[src/rtl/fpu_pkg.sv]
// Shared FPU types: arbiter state encoding, datapath width defaults and
// request/response bundles used by the rounding units.
package fpu_pkg;

  localparam int EXPONENT_WIDTH = 8;
  localparam int FRACTION_WIDTH = 23;
  localparam int OPERAND_WIDTH  = 32;

  typedef enum logic [1:0] {
    IDLE = 2'd0,
    BUSY = 2'd1,
    RESP = 2'd2
  } arb_state_e;

  typedef struct packed {
    logic                      sign;
    logic [EXPONENT_WIDTH-1:0] exp;
    logic [FRACTION_WIDTH-1:0] frac;
  } fround_req_t;

  typedef struct packed {
    logic [OPERAND_WIDTH-1:0] int_val;
    logic                     ovf;
    logic                     zero;
    logic                     timeout;
  } fround_rsp_t;

endpackage

[src/rtl/rr_arbiter.sv]
// Combinational round-robin grant: the first valid bit strictly above
// last_grant wins, otherwise the search wraps to the lowest valid bit.
module rr_arbiter #(
  parameter int N        = 4,
  parameter int ID_WIDTH = $clog2(N)
) (
  input  logic [N-1:0]        valid,
  input  logic [ID_WIDTH-1:0] last_grant,
  output logic [N-1:0]        grant,
  output logic [ID_WIDTH-1:0] grant_id,
  output logic                grant_any
);

  // Two passes over constant indices: upper region first, then the wrap.
  always_comb begin
    grant     = '0;
    grant_id  = '0;
    grant_any = 1'b0;
    for (int k = 0; k < N; k++) begin
      if (!grant_any && valid[k] && (k > int'(last_grant))) begin
        grant[k]  = 1'b1;
        grant_id  = ID_WIDTH'(k);
        grant_any = 1'b1;
      end
    end
    for (int k = 0; k < N; k++) begin
      if (!grant_any && valid[k] && (k <= int'(last_grant))) begin
        grant[k]  = 1'b1;
        grant_id  = ID_WIDTH'(k);
        grant_any = 1'b1;
      end
    end
  end

endmodule

[src/rtl/fround_arbiter.sv]
// Round-robin front end for the shared float-to-int rounding datapath.
// Optional watchdog on the BUSY wait: define FROUND_ARB_TIMEOUT_EN.
//
// state | meaning
// IDLE  | waiting for a request; grant is offered combinationally
// BUSY  | operand driven to the datapath with enable high until ready
// RESP  | result held on the response channel until consumed
module fround_arbiter #(
  parameter int NUM_REQ        = 4,
  parameter int ID_WIDTH       = $clog2(NUM_REQ),
  parameter int OPERAND_WIDTH  = fpu_pkg::OPERAND_WIDTH,
  parameter int EXPONENT_WIDTH = fpu_pkg::EXPONENT_WIDTH,
  parameter int FRACTION_WIDTH = fpu_pkg::FRACTION_WIDTH,
  parameter int TIMEOUT_CYCLES = 64
) (
  input  logic                                fpu_clk,
  input  logic                                fpu_rst_n,
  input  logic [NUM_REQ-1:0]                  req_valid_i,
  input  logic [NUM_REQ-1:0]                  req_sign_i,
  input  logic [NUM_REQ*EXPONENT_WIDTH-1:0]   req_exp_i,
  input  logic [NUM_REQ*FRACTION_WIDTH-1:0]   req_frac_i,
  output logic [NUM_REQ-1:0]                  req_ready_o,
  output logic                                rsp_valid_o,
  input  logic                                rsp_ready_i,
  output logic [ID_WIDTH-1:0]                 rsp_id_o,
  output logic [OPERAND_WIDTH-1:0]            rsp_int_o,
  output logic                                rsp_overflow_o,
  output logic                                rsp_zero_o,
  output logic                                rsp_timeout_o,
  output logic                                fround_en_o,
  output logic                                fround_sign_o,
  output logic [EXPONENT_WIDTH-1:0]           fround_exp_o,
  output logic [FRACTION_WIDTH-1:0]           fround_frac_o,
  input  logic [OPERAND_WIDTH-1:0]            fround_int_i,
  input  logic                                fround_overflow_i,
  input  logic                                fround_zero_i,
  input  logic                                fround_ready_i
);
  import fpu_pkg::*;

  arb_state_e state_q, state_d;

  logic [NUM_REQ-1:0]        grant;
  logic [ID_WIDTH-1:0]       grant_id;
  logic                      grant_any;
  logic [ID_WIDTH-1:0]       last_grant_q;
  logic [ID_WIDTH-1:0]       id_q;
  logic                      sign_sel, sign_q;
  logic [EXPONENT_WIDTH-1:0] exp_sel, exp_q;
  logic [FRACTION_WIDTH-1:0] frac_sel, frac_q;
  logic [OPERAND_WIDTH-1:0]  int_q;
  logic                      ovf_q, zero_q;
  logic                      expired;

  rr_arbiter #(
    .N        (NUM_REQ),
    .ID_WIDTH (ID_WIDTH)
  ) u_rr (
    .valid      (req_valid_i),
    .last_grant (last_grant_q),
    .grant      (grant),
    .grant_id   (grant_id),
    .grant_any  (grant_any)
  );

`ifdef FROUND_ARB_TIMEOUT_EN
  localparam int CNT_WIDTH = $clog2(TIMEOUT_CYCLES + 1);

  logic [CNT_WIDTH-1:0] tcnt_q;
  logic                 timeout_q;

  // A ready in the terminal cycle wins over the watchdog.
  assign expired       = (tcnt_q == '0) && !fround_ready_i;
  assign rsp_timeout_o = timeout_q;

  // Down-counter loaded on BUSY entry; terminal count is the last BUSY cycle.
  always_ff @(posedge fpu_clk) begin
    if (!fpu_rst_n) begin
      tcnt_q    <= '0;
      timeout_q <= 1'b0;
    end else if (state_q == IDLE && grant_any) begin
      tcnt_q    <= CNT_WIDTH'(TIMEOUT_CYCLES - 1);
    end else if (state_q == BUSY) begin
      if (fround_ready_i) begin
        timeout_q <= 1'b0;
      end else if (expired) begin
        timeout_q <= 1'b1;
      end else begin
        tcnt_q    <= tcnt_q - 1'b1;
      end
    end
  end
`else
  assign expired       = 1'b0;
  assign rsp_timeout_o = 1'b0;
`endif

  // Operand mux for the requester currently being granted.
  always_comb begin
    sign_sel = 1'b0;
    exp_sel  = '0;
    frac_sel = '0;
    for (int k = 0; k < NUM_REQ; k++) begin
      if (grant[k]) begin
        sign_sel = req_sign_i[k];
        exp_sel  = req_exp_i[k*EXPONENT_WIDTH +: EXPONENT_WIDTH];
        frac_sel = req_frac_i[k*FRACTION_WIDTH +: FRACTION_WIDTH];
      end
    end
  end

  // State register.
  always_ff @(posedge fpu_clk) begin
    if (!fpu_rst_n) state_q <= IDLE;
    else            state_q <= state_d;
  end

  // Next state and accept strobe; the strobe is masked while reset is held.
  always_comb begin
    state_d     = state_q;
    req_ready_o = '0;
    case (state_q)
      IDLE: begin
        if (grant_any) begin
          state_d     = BUSY;
          req_ready_o = fpu_rst_n ? grant : '0;
        end
      end
      BUSY: begin
        if (fround_ready_i || expired) state_d = RESP;
      end
      RESP: begin
        if (rsp_ready_i) state_d = IDLE;
      end
      default: state_d = IDLE;
    endcase
  end

  // Operand capture on grant, result capture on datapath ready or watchdog.
  always_ff @(posedge fpu_clk) begin
    if (!fpu_rst_n) begin
      last_grant_q <= ID_WIDTH'(NUM_REQ - 1);
      id_q         <= '0;
      sign_q       <= 1'b0;
      exp_q        <= '0;
      frac_q       <= '0;
      int_q        <= '0;
      ovf_q        <= 1'b0;
      zero_q       <= 1'b0;
    end else if (state_q == IDLE && grant_any) begin
      last_grant_q <= grant_id;
      id_q         <= grant_id;
      sign_q       <= sign_sel;
      exp_q        <= exp_sel;
      frac_q       <= frac_sel;
    end else if (state_q == BUSY && fround_ready_i) begin
      int_q        <= fround_int_i;
      ovf_q        <= fround_overflow_i;
      zero_q       <= fround_zero_i;
    end else if (state_q == BUSY && expired) begin
      int_q        <= '0;
      ovf_q        <= 1'b0;
      zero_q       <= 1'b0;
    end
  end

  assign fround_en_o    = (state_q == BUSY);
  assign fround_sign_o  = sign_q;
  assign fround_exp_o   = exp_q;
  assign fround_frac_o  = frac_q;
  assign rsp_valid_o    = (state_q == RESP);
  assign rsp_id_o       = id_q;
  assign rsp_int_o      = int_q;
  assign rsp_overflow_o = ovf_q;
  assign rsp_zero_o     = zero_q;

endmodule
[config.mk]
export PLATFORM = sky130hd
export DESIGN_NAME = fround_arbiter
export DESIGN_NICKNAME = d
export VERILOG_FILES = /design/src/rtl/fpu_pkg.sv /design/src/rtl/rr_arbiter.sv /design/src/rtl/fround_arbiter.sv
export SDC_FILE = /design/constraint.sdc
export NUM_CORES = 1
export LEC_CHECK = 0
export ABC_AREA = 1
export BUFFER_PORTS_ARGS = -buffer_cell sky130_fd_sc_hd__buf_2
export CAP_MARGIN = 20
export CORE_ASPECT_RATIO = 1.1
export CORE_MARGIN = 3
export CORE_UTILIZATION = 42
export DETAILED_ROUTE_END_ITERATION = 10
export PLACE_DENSITY_LB_ADDON = 0.05
export SYNTH_ARGS = -nofsm -noshare
export SYNTH_HDL_FRONTEND = slang
export SYNTH_SLANG_ARGS = --single-unit
[constraint.sdc]
create_clock -name fpu_clk -period 1.85 [get_ports fpu_clk]
set_input_delay 0.0925 -clock fpu_clk [delete_from_list [all_inputs] [get_ports fpu_clk]]
set_output_delay 0.0925 -clock fpu_clk [all_outputs]
set_load 0.005 [all_outputs]
### Yosys cells after proc, flatten, opt, wreduce, memory -nomap -nowiden

Cells that the tools add are included.

| word-level totals | value |
|---|---|
| register bits after elaboration | 72 |
| input bits | 170 |
| output and inout port bits | 75 |
| logic and storage cells | 83 |

| operators by class | value |
|---|---|
| order comparisons | 6 |
| eq/ne operators | 5 |
| multiplexer cells | 39 |
| bitwise gates (word level) | 1 |
| reduce and logical (&&, ||, !) cells | 23 |

Operators by type and width:

| operator | number |
|---|---|
| $mux W23 | 4 |
| $mux W8 | 4 |
| $mux W1 | 18 |
| $mux W2 | 9 |
| $logic_and A1 B1 Y1 | 14 |
| $mux W4 | 3 |
| $logic_not A1 Y1 | 6 |
| $pmux W2 S3 | 1 |
| $gt A2 B2 Y1 const A | 2 |
| $le A2 B2 Y1 const A | 2 |
| $ne A2 B1 Y1 const B | 2 |
| $reduce_and A3 Y1 | 1 |
| $eq A2 B1 Y1 const B | 1 |
| $eq A2 B2 Y1 const B | 1 |
| $gt A1 B2 Y1 const A | 1 |
| $le A1 B2 Y1 const A | 1 |
| $logic_not A2 Y1 | 1 |
| $ne A2 B2 Y1 const B | 1 |
| $reduce_and A2 Y1 | 1 |
| $not A1 Y1 | 1 |

### Longest topological paths before layout

Gate-level depths: netlist (run 1).

| logic depth | value |
|---|---|
| word-level depth | 29 |
| mapped depth | 12 |
| mapped depth without buffers | 10 |

### By module

From an unflattened synthesis (run 1), not the netlist that was laid out.

| second synthesis, totals | value |
|---|---|
| cells, all modules | 643 |
| area total of the unflattened synthesis | 3996.3 µm² |

By module, submodules not included:

| module | instances | cells each | area each (µm²) | seq. area each (µm²) |
|---|---|---|---|---|
| fround_arbiter | 1 | 615 | 3847.4 | 1441.4 |
| rr_arbiter | 1 | 28 | 148.9 | 0.0 |

### Worst setup path before layout (run 1)

Ideal clock, no wire load.

| timing | value |
|---|---|
| path kind | register to register |
| from | reg last_grant_q[1] |
| to | reg frac_q[10] (netlist: fround_frac_o[10]) |
| setup time | 0.115 ns |
| arrival | 1.326 ns |
| data required time | 1.735 ns |
| setup slack | 0.410 ns |
| cell stages (with the launch flop) | 12 |
| path buffers | 2 |
| clock period less this slack | 1.440 ns |
| cell sequence | dfxtp_1 inv_1 nand2_2 nand4_4 nor2_4 nand3_2 nand2_2 inv_2 buf_6 buf_6 o21ai_1 nor2_1 |

| on the way | value |
|---|---|
| word-level cells in the longest chain between the ends | 27 |
| elaborated cells on any way between the ends | 42 |
| those cells by class | 6 x order compare; 17 x mux; 19 x reduce/logical |

Ends and longest elaborated chain:

| element | line | RTL |
|---|---|---|
| start, declared | fround_arbiter.sv:46 | `logic [ID_WIDTH-1:0] last_grant_q;` |
| start signal, assigned | fround_arbiter.sv:142 | `last_grant_q <= ID_WIDTH'(NUM_REQ - 1);` |
| start signal, assigned | fround_arbiter.sv:151 | `last_grant_q <= grant_id;` |
| $gt A1 B2 Y1 | rr_arbiter.sv:20 | `if (!grant_any && valid[k] && (k > int'(last_grant))) begin` |
| $logic_and A1 B1 Y1 | rr_arbiter.sv:20 |  |
| $mux W1 | rr_arbiter.sv:20 |  |
| $logic_not A1 Y1 | rr_arbiter.sv:20 |  |
| $logic_and A1 B1 Y1 (2 in a row) | rr_arbiter.sv:20 |  |
| $mux W1 | rr_arbiter.sv:20 |  |
| $logic_not A1 Y1 | rr_arbiter.sv:20 |  |
| $logic_and A1 B1 Y1 (2 in a row) | rr_arbiter.sv:20 |  |
| [7 not listed] | -- |  |
| $mux W1 | rr_arbiter.sv:27 | `if (!grant_any && valid[k] && (k <= int'(last_grant))) begin` |
| $logic_not A1 Y1 | rr_arbiter.sv:27 |  |
| $logic_and A1 B1 Y1 (2 in a row) | rr_arbiter.sv:27 |  |
| $mux W1 | rr_arbiter.sv:27 |  |
| $logic_not A1 Y1 | rr_arbiter.sv:27 |  |
| $logic_and A1 B1 Y1 (2 in a row) | rr_arbiter.sv:27 |  |
| $mux W1 | rr_arbiter.sv:27 |  |
| $mux W23 or $logic_and A1 B1 Y1 (tied branches) | fround_arbiter.sv:104, fround_arbiter.sv:150 |  |
| end signal, assigned | fround_arbiter.sv:155 | `frac_q <= frac_sel;` |
| end, declared | fround_arbiter.sv:50 | `logic [FRACTION_WIDTH-1:0] frac_sel, frac_q;` |

Several ways; a longest one is shown, not always the timed one.
A chain may end at the register's enable or synchronous reset.

### Final worst setup path (run 1)

| timing | value |
|---|---|
| from | reg last_grant_q[0] |
| to | out req_ready_o[0] |

| on the way | value |
|---|---|
| word-level cells in the longest chain between the ends | 28 |
| elaborated cells on any way between the ends | 35 |
| those cells by class | 6 x order compare; 11 x mux; 18 x reduce/logical |

Ends and longest elaborated chain:

| element | line | RTL |
|---|---|---|
| $gt A1 B2 Y1 | rr_arbiter.sv:20 |  |
| $logic_and A1 B1 Y1 | rr_arbiter.sv:20 |  |
| $mux W1 | rr_arbiter.sv:20 |  |
| $logic_not A1 Y1 | rr_arbiter.sv:20 |  |
| $logic_and A1 B1 Y1 (2 in a row) | rr_arbiter.sv:20 |  |
| $mux W1 | rr_arbiter.sv:20 |  |
| $logic_not A1 Y1 | rr_arbiter.sv:20 |  |
| $logic_and A1 B1 Y1 (2 in a row) | rr_arbiter.sv:20 |  |
| [8 not listed] | -- |  |
| $logic_not A1 Y1 | rr_arbiter.sv:27 |  |
| $logic_and A1 B1 Y1 (2 in a row) | rr_arbiter.sv:27 |  |
| $mux W1 | rr_arbiter.sv:27 |  |
| $logic_not A1 Y1 | rr_arbiter.sv:27 |  |
| $logic_and A1 B1 Y1 (2 in a row) | rr_arbiter.sv:27 |  |
| $mux W1 | rr_arbiter.sv:27 |  |
| $mux W4 (*) | fround_arbiter.sv:124 | `if (grant_any) begin` |
| $mux W4 (*) | fround_arbiter.sv:122 | `case (state_q)` |
| end, declared | fround_arbiter.sv:22 | `output logic [NUM_REQ-1:0] req_ready_o,` |

Mark *: on every way between the ends. The rest lies on a longest branch, timed or not.

==> metrics.txt, run 1 <==
Via density=4.787; largest net degree at the start of global routing=40; WL final=12,100 um; Pre-Repair DR Iteration Count=4; achievable frequency=548.9 MHz; number of clock sinks=72; H-tree depth=3; share of cells above drive strength 1=37.82%; vias in the first global route=3,940; crit path launch type=flip-flop; Crit. Startpoint=last_grant_q[0]$_SDFFE_PN1P_; reg2reg start=last_grant_q[0]$_SDFFE_PN1P_; clock buffer depth=2; total CTS buffers=9; syn_area_per_cell=approximately 6.4 um2; Yosys warning total=0; critical path's top delay family=simple AND/OR/NAND/NOR gates; total track usage=between 20% and 30%; mapped cell area=3568 um2; HPWL after DPL=~8900 um; Starting DRT DRC Count=109; grt ovf=0; Starting Density=about 44%; Worst Hold Class=input port to flip-flop; Register Area=1446 um2; period utilization=a little under 100%; fin. max-slew vios=0; Mapped Nets=730; CTS tree=yes; status=complete, no violations; die area=9640 um2; register area share after synthesis=approximately two fifths; PD cells=843.5 nW/um2; Yosys reg bits=72; crit-path cells=nor2_2, nand2_2, nand4_4, nor2_4, nand3_2, nand2_4, inv_6, buf_12, nand2_8, nor3_2, buf_2; area of the multi-input gates=1944 um2; row cnt=34; Die Ht=a little over 100 um; post-route ant nets=0; Clock Latency Late Sink=~0.34 ns; synthesized instance count=560; I/O Pins=between 200 and 250; LEAKAGE=2.798 nW; Die Wd=between 90 and 100 um; antenna cells=0; Hold Vio Cnt, Final=0; Crit Path Class=flip-flop to primary output; WL/cell=13.20 um; Reg clk slew, reported paths=approximately 0.070 ns; WP data required=1.76 ns; Setup Skew=~0.006 ns; fin cells=917; overall power=4.488 mW; DRC=0; nets@finish=975; Yosys cell types=22; min cycle time layout=~1.8 ns; routability cong.=around 0.8; via count=4,390; Core ar.=8083 um2; # fillers=774; CTS Root Cell=clkbuf_8; CP max stage cell=dfxtp_4; RSZ-0062 raised after global routing=yes; area growth from synthesis to layout=49.09%; worst hold start=fround_int_i[16]; first-pass GRT wire length=18,270 um; placed insts=a little under 900; CP max stage delay=0.36 ns; initial antenna violation count=0; largest fanout on the critical path=4; Crit. End Element=primary output; crit path DAT=about 1.7 ns; max_cap viols=0; Max VDD drop=approximately 0.39 mV; Port-buffer cells=between 200 and 250; Buf/Inv on CP=3; Finish-stage setup viols=0
sequential cells by signal, indices dropped and copies added (netlist names):
| name | count |
|---|---|
| fround_frac_o | 23 |
| state_q | 2 |
| last_grant_q | 2 |
| fround_sign_o | 1 |
| rsp_id_o | 2 |
| rsp_int_o | 32 |
| rsp_overflow_o | 1 |
| fround_exp_o | 8 |
| rsp_zero_o | 1 |
metal layers:
metal	global-route usage (%)	wire length [um]	vias to the layer above
met5	0	0	-
met4	10.78	342	0
met3	4.891	957	30
met2	40.14	5976	186
met1	28.96	4824	1893
li1	-	-	2281
synth_stat cells:
library cell / instances / share of area, %
nand4_4: 1 / 0.60
o21ai_2: 1 / 0.25
inv_2: 2 / 0.21
nand2_2: 5 / 0.88
o21ai_1: 5 / 0.70
nand3_2: 2 / 0.56
nor2_2: 2 / 0.35
nor2_4: 1 / 0.32
inv_1: 13 / 1.4
nor2_1: 72 / 7.6
nor3_1: 1 / 0.14
o211ai_1: 1 / 0.21
o21ai_0: 27 / 3.8
dfxtp_1: 72 / 40
buf_2: 11 / 1.5
clkbuf_1: 19 / 2.0
nand3_1: 70 / 9.8
nand2_1: 206 / 22
buf_6: 3 / 0.95
a21oi_1: 41 / 5.8
buf_4: 4 / 0.84
conb_1: 1 / 0.11
final timing paths:
path                                         end  slack [ns]  depth (start not counted)
setup reg to reg  fround_frac_o[10]$_SDFFE_PN0P_        0.07                         12
hold / removal        rsp_int_o[16]$_SDFFE_PN0P_        0.02                          3
setup / recovery                  req_ready_o[0]        0.03                         11
hold reg to reg       rsp_int_o[12]$_SDFFE_PN0P_        0.46                          2
repair_timing:
action / in CTS / in global routing
endpoints found under the setup margin: 4 / 7
pin swaps: 3 / 6
hold buffers: 4 / 0
resized for setup: 6 / 15
hold endpoints to repair: 4 / 0
setup buffers: 3 / 4
gates cloned: 2 / 1
worst reg2reg max path: cells and delay by family, from the launching register on:
kind	cells	cell delay, ns
AND/OR/NAND/NOR	10	0.96
buffers and inverters	2	0.37
flip-flops	1	0.36
cells in the final DEF, fill, tap and decap left out, types with 2 or more instances in the layout:
master,instances
o21ai_1,5
buf_2,243
nand2_1,204
nor2_2,4
inv_1,11
a21oi_2,2
dlygate4sd3_1,4
nand2_2,3
buf_4,17
nand3_1,69
buf_12,3
clkbuf_8,10
nand3_2,3
dfxtp_1,70
a21oi_1,39
bufbuf_16,2
inv_2,3
o21ai_0,27
clkbuf_1,2
nand2_4,3
nor2_1,70
cell type report:
type                            count  share of cell area [%]
Clock buffer                       12                   2.728
Multi-Input combinational cell    436                   36.55
Clock inverter                      3                  0.7996
Inverter                           15                   1.152
Tap cell                          108                   2.540
Sequential cell                    72                   27.19
Timing Repair Buffer              271                   29.05
cell families after synthesis:
logic type / synth area share [%]
buf+inv: 6.908
flops: 40.39
compound gates: 10.69
simple gates: 41.90
other cells: 0.1051
through the flow:
step | TNS (ns) | setup slack (ns) | utilization (%) | area (um2) | hold slack (ns)
after CTS | 0 | 0.008455 | 64.43 | 5207 | 0.0009735
after detailed placement | 0 | 0.1923 | 60.31 | 4875 | 0.3703
after global routing | -0.4057 | -0.06710 | 65.82 | 5320 | 0.007317
after floorplan | 0 | 0.4097 | - | 3568 | 0.2375
after global placement | 0 | 0.2115 | 60.31 | 4875 | 0.3647
final | 0 | 0.02826 | 65.82 | 5320 | 0.01764
where the power goes:
part           leakage [nW]  internal (mW)  total [mW]  switching, mW
combinational          2.11          0.670        1.47          0.797
sequential            0.592           1.73        1.81         0.0871
clock                0.0925          0.651        1.21          0.555
Power figures use the tool's default switching activity.
==> run 2: changes to the inputs <==
--- a/config.mk
+++ b/config.mk
@@ -10,9 +10,11 @@
 export CAP_MARGIN = 20
 export CORE_ASPECT_RATIO = 1.1
 export CORE_MARGIN = 3
-export CORE_UTILIZATION = 42
+export CORE_UTILIZATION = 44
 export DETAILED_ROUTE_END_ITERATION = 10
 export PLACE_DENSITY_LB_ADDON = 0.05
+export REMOVE_ABC_BUFFERS = 1
 export SYNTH_ARGS = -nofsm -noshare
 export SYNTH_HDL_FRONTEND = slang
+export SYNTH_HIERARCHICAL = 1
 export SYNTH_SLANG_ARGS = --single-unit
==> metrics.txt, run 2 <==
fin. max-slew vios=0; PnR worst setup slack=-0.1112 ns; Hold Crit Endpoint=state_q[1]$_SDFFE_PN0P_; Slew headroom=60.59%; PD cells=892.2 nW/um2; CP max stage delay=0.37 ns; Synth top area share=~36%; Starting DRT DRC Count=247; Core ar.=around 8600 um2; area growth from synthesis to layout=48.65%; initial antenna violation count=1; nets@finish=between 1,000 and 1,500; die area=between 10,000 and 15,000 um2; register area share after synthesis=36.07%; Worst Hold Class=input port to flip-flop; period utilization=106.0%; antenna cells=0; DRC=0; post-synthesis async set-or-reset flop share=0%; Max VDD drop=0.5349 mV; number of clock sinks=72; WP data required=1.76 ns; Synth top cells by count=nand2_1 (175), a21oi_1 (102), nand3_1 (73); fin area=just under 6000 um2; r2r endpoint=fround_frac_o[4]$_SDFFE_PN0P_; Yosys reg bits=72; most frequent cell after synthesis=nand2_1; worst hold start=rsp_ready_i; status=finished, violations left; CTS Root Cell=clkbuf_8; WL/cell=14.83 um; min cycle time layout=between 1.5 and 2 ns; Finish-stage setup viols=34; Setup Skew=approximately 0.015 ns; crit-path cells=inv_1, nand2_2, nand3_4, nor2_4, nand2_2, nand2_4, inv_1, buf_6, nor3_2, buf_2; achievable frequency=509.9 MHz; Synth Flop Type=dfxtp_1; Pre-Repair DR Iteration Count=4; Crit. End Element=primary output; crit path DAT=1.87 ns; Clock Latency Late Sink=0.36 ns; WL final=15,000 um; H-tree depth=3; reg2reg start=last_grant_q[1]$_SDFFE_PN1P_; CTS tree=yes; Yosys cell types=20; Die Ht=about 110 um; mapped cell area=between 3000 and 4000 um2; Worst Hold Depth=4; reg-to-reg setup timing slack=-0.04 ns; crit path launch type=flip-flop; LEAKAGE=3.101 nW; slew at the pin closest to its max-slew limit=0.5890 ns; most frequent cells in the layout=buf_2 (243), nand2_1 (168), a21oi_1 (101); number of synthesized flops with an enable pin=0; total CTS buffers=9; RSZ-0062 raised after global routing=yes; total track usage=27.96%; clock buffer depth=2; Die Wd=a little under 100 um; routability cong.=0.9297; row cnt=35; grt ovf=0; HPWL after DPL=around 11,000 um; largest net degree at the start of global routing=46; overall power=5.300 mW; Reg clk slew, reported paths=roughly 0.080 ns; Worst Reg-to-Reg Cells=14; most common cell after layout, fill and taps aside=buf_2; vias in the first global route=around 5,000; top cells by area, synth=dfxtp_1 (36%), nand2_1 (16%), a21oi_1 (13%), nand3_1 (9.1%), nor2_1 (6.6%); share of cells above drive strength 1=a little under two fifths; largest fanout on the critical path=17; Port-buffer cells=243; Crit Path Class=flip-flop to primary output; max reg flops=32; Via density=5.186; I/O Pins=245; max_cap viols=0; failing checks=negative setup slack; via count=5,243; Post-Place Cell Area=5363 um2; Yosys warning total=6; Yosys top cell by area=dfxtp_1; syn_area_per_cell=between 6 and 7 um2; post-route ant nets=0; Starting Density=46.32%; CP max stage cell=dfxtp_4; Hold Vio Cnt, Final=0; first-pass GRT wire length=23,810 um; synthesized instance count=between 600 and 700
-- run 2: changes by cell type in the layout (fill, tap and decap cells not counted), sizes merged, moves of 2 or more --
| cell | before | now |
|---|---|---|
| dlygate4sd3 | 4 | 7 |
| inv | 15 | 48 |
| nor3 | 1 | 4 |
| o21ai | 33 | 2 |
| nand3 | 72 | 75 |
| clkbuf | 13 | 10 |
| buf | 264 | 287 |
| nand2 | 211 | 179 |
| nand4 | 1 | 33 |
| a21oi | 41 | 102 |
| nor2 | 75 | 73 |
-- run 2: kinds of logic after synthesis --
family                 count (synthesis)  share of synthesized area, %
flip-flops                            72                         36.07
AO/OA/AOI/OAI                        104                         13.02
AND/OR/NAND/NOR                      365                         40.11
other                                  1                       0.09384
buffers and inverters                101                         10.71
-- run 2: layer usage --
layer / vias up / track usage [%] / routed length [um]
met2: 238 / 50.35 / 7653
met1: 2378 / 31.53 / 5745
met4: 2 / 10.23 / 312
li1: 2594 / - / -
met3: 31 / 7.612 / 1277
met5: - / 0 / 7
-- run 2: worst max path at each step --
stage	end	slack, ns	start	depth (start not counted)
final	req_ready_o[1]	-0.11	last_grant_q[1]$_SDFFE_PN1P_	10
after floorplan	fround_frac_o[4]$_SDFFE_PN0P_	-1.31	last_grant_q[1]$_SDFFE_PN1P_	8
after CTS	req_ready_o[2]	-0.14	last_grant_q[1]$_SDFFE_PN1P_	10
after global routing	req_ready_o[2]	-0.22	last_grant_q[1]$_SDFFE_PN1P_	10
after detailed placement	fround_frac_o[6]$_SDFFE_PN0P_	-0.08	last_grant_q[1]$_SDFFE_PN1P_	11
after global placement	fround_frac_o[3]$_SDFFE_PN0P_	0.07	last_grant_q[1]$_SDFFE_PN1P_	11
-- run 2: cell type report --
cell class              count  area (um2)
repair buffers            295        1733
inverters                  47       178.9
multi-input cells         470        2248
clock buffers              10       127.6
flip-flops and latches     72        1446
clock inverters             6       67.56
well taps                 111       138.9
fillers                   801        2686
-- run 2: critical path, delay by kind of cell (launching register included) --
family        cells  cell delay (ns)
simple gates      6             0.75
flops             1             0.37
buf+inv           4             0.40
-- run 2: power breakdown --
part / leakage (nW) / switching [mW] / total, mW / internal [mW]
clock network: 0.0929 / 0.623 / 1.25 / 0.628
registers: 0.589 / 0.120 / 1.87 / 1.75
logic: 2.42 / 1.23 / 2.18 / 0.949
total: 3.10 / 1.97 / 5.30 / 3.33
-- run 2: metrics by stage --
step	setup WS, ns	instances	util [%]	hold slack, ns	setup TNS, ns
floorplan	-1.307	589	-	0.1767	-43.47
global placement	0.06631	970	62.16	0.3186	0
detailed placement	-0.07504	970	62.16	0.3259	-1.805
CTS	-0.1381	1008	67.98	0.0004826	-2.857
global route	-0.2170	1011	68.86	0.003573	-6.198
finish	-0.1112	1011	68.86	0.003149	-0.9349
-- run 2: what timing repair did --
| action | CTS | global route |
|---|---|---|
| setup endpoints to repair | 38 | 40 |
| resized for setup | 25 | 16 |
| hold buffers | 7 | 0 |
| endpoints found under the hold margin | 8 | 0 |
| setup buffers | 14 | 2 |
| pin swaps | 8 | 9 |
| gates cloned | 1 | 1 |
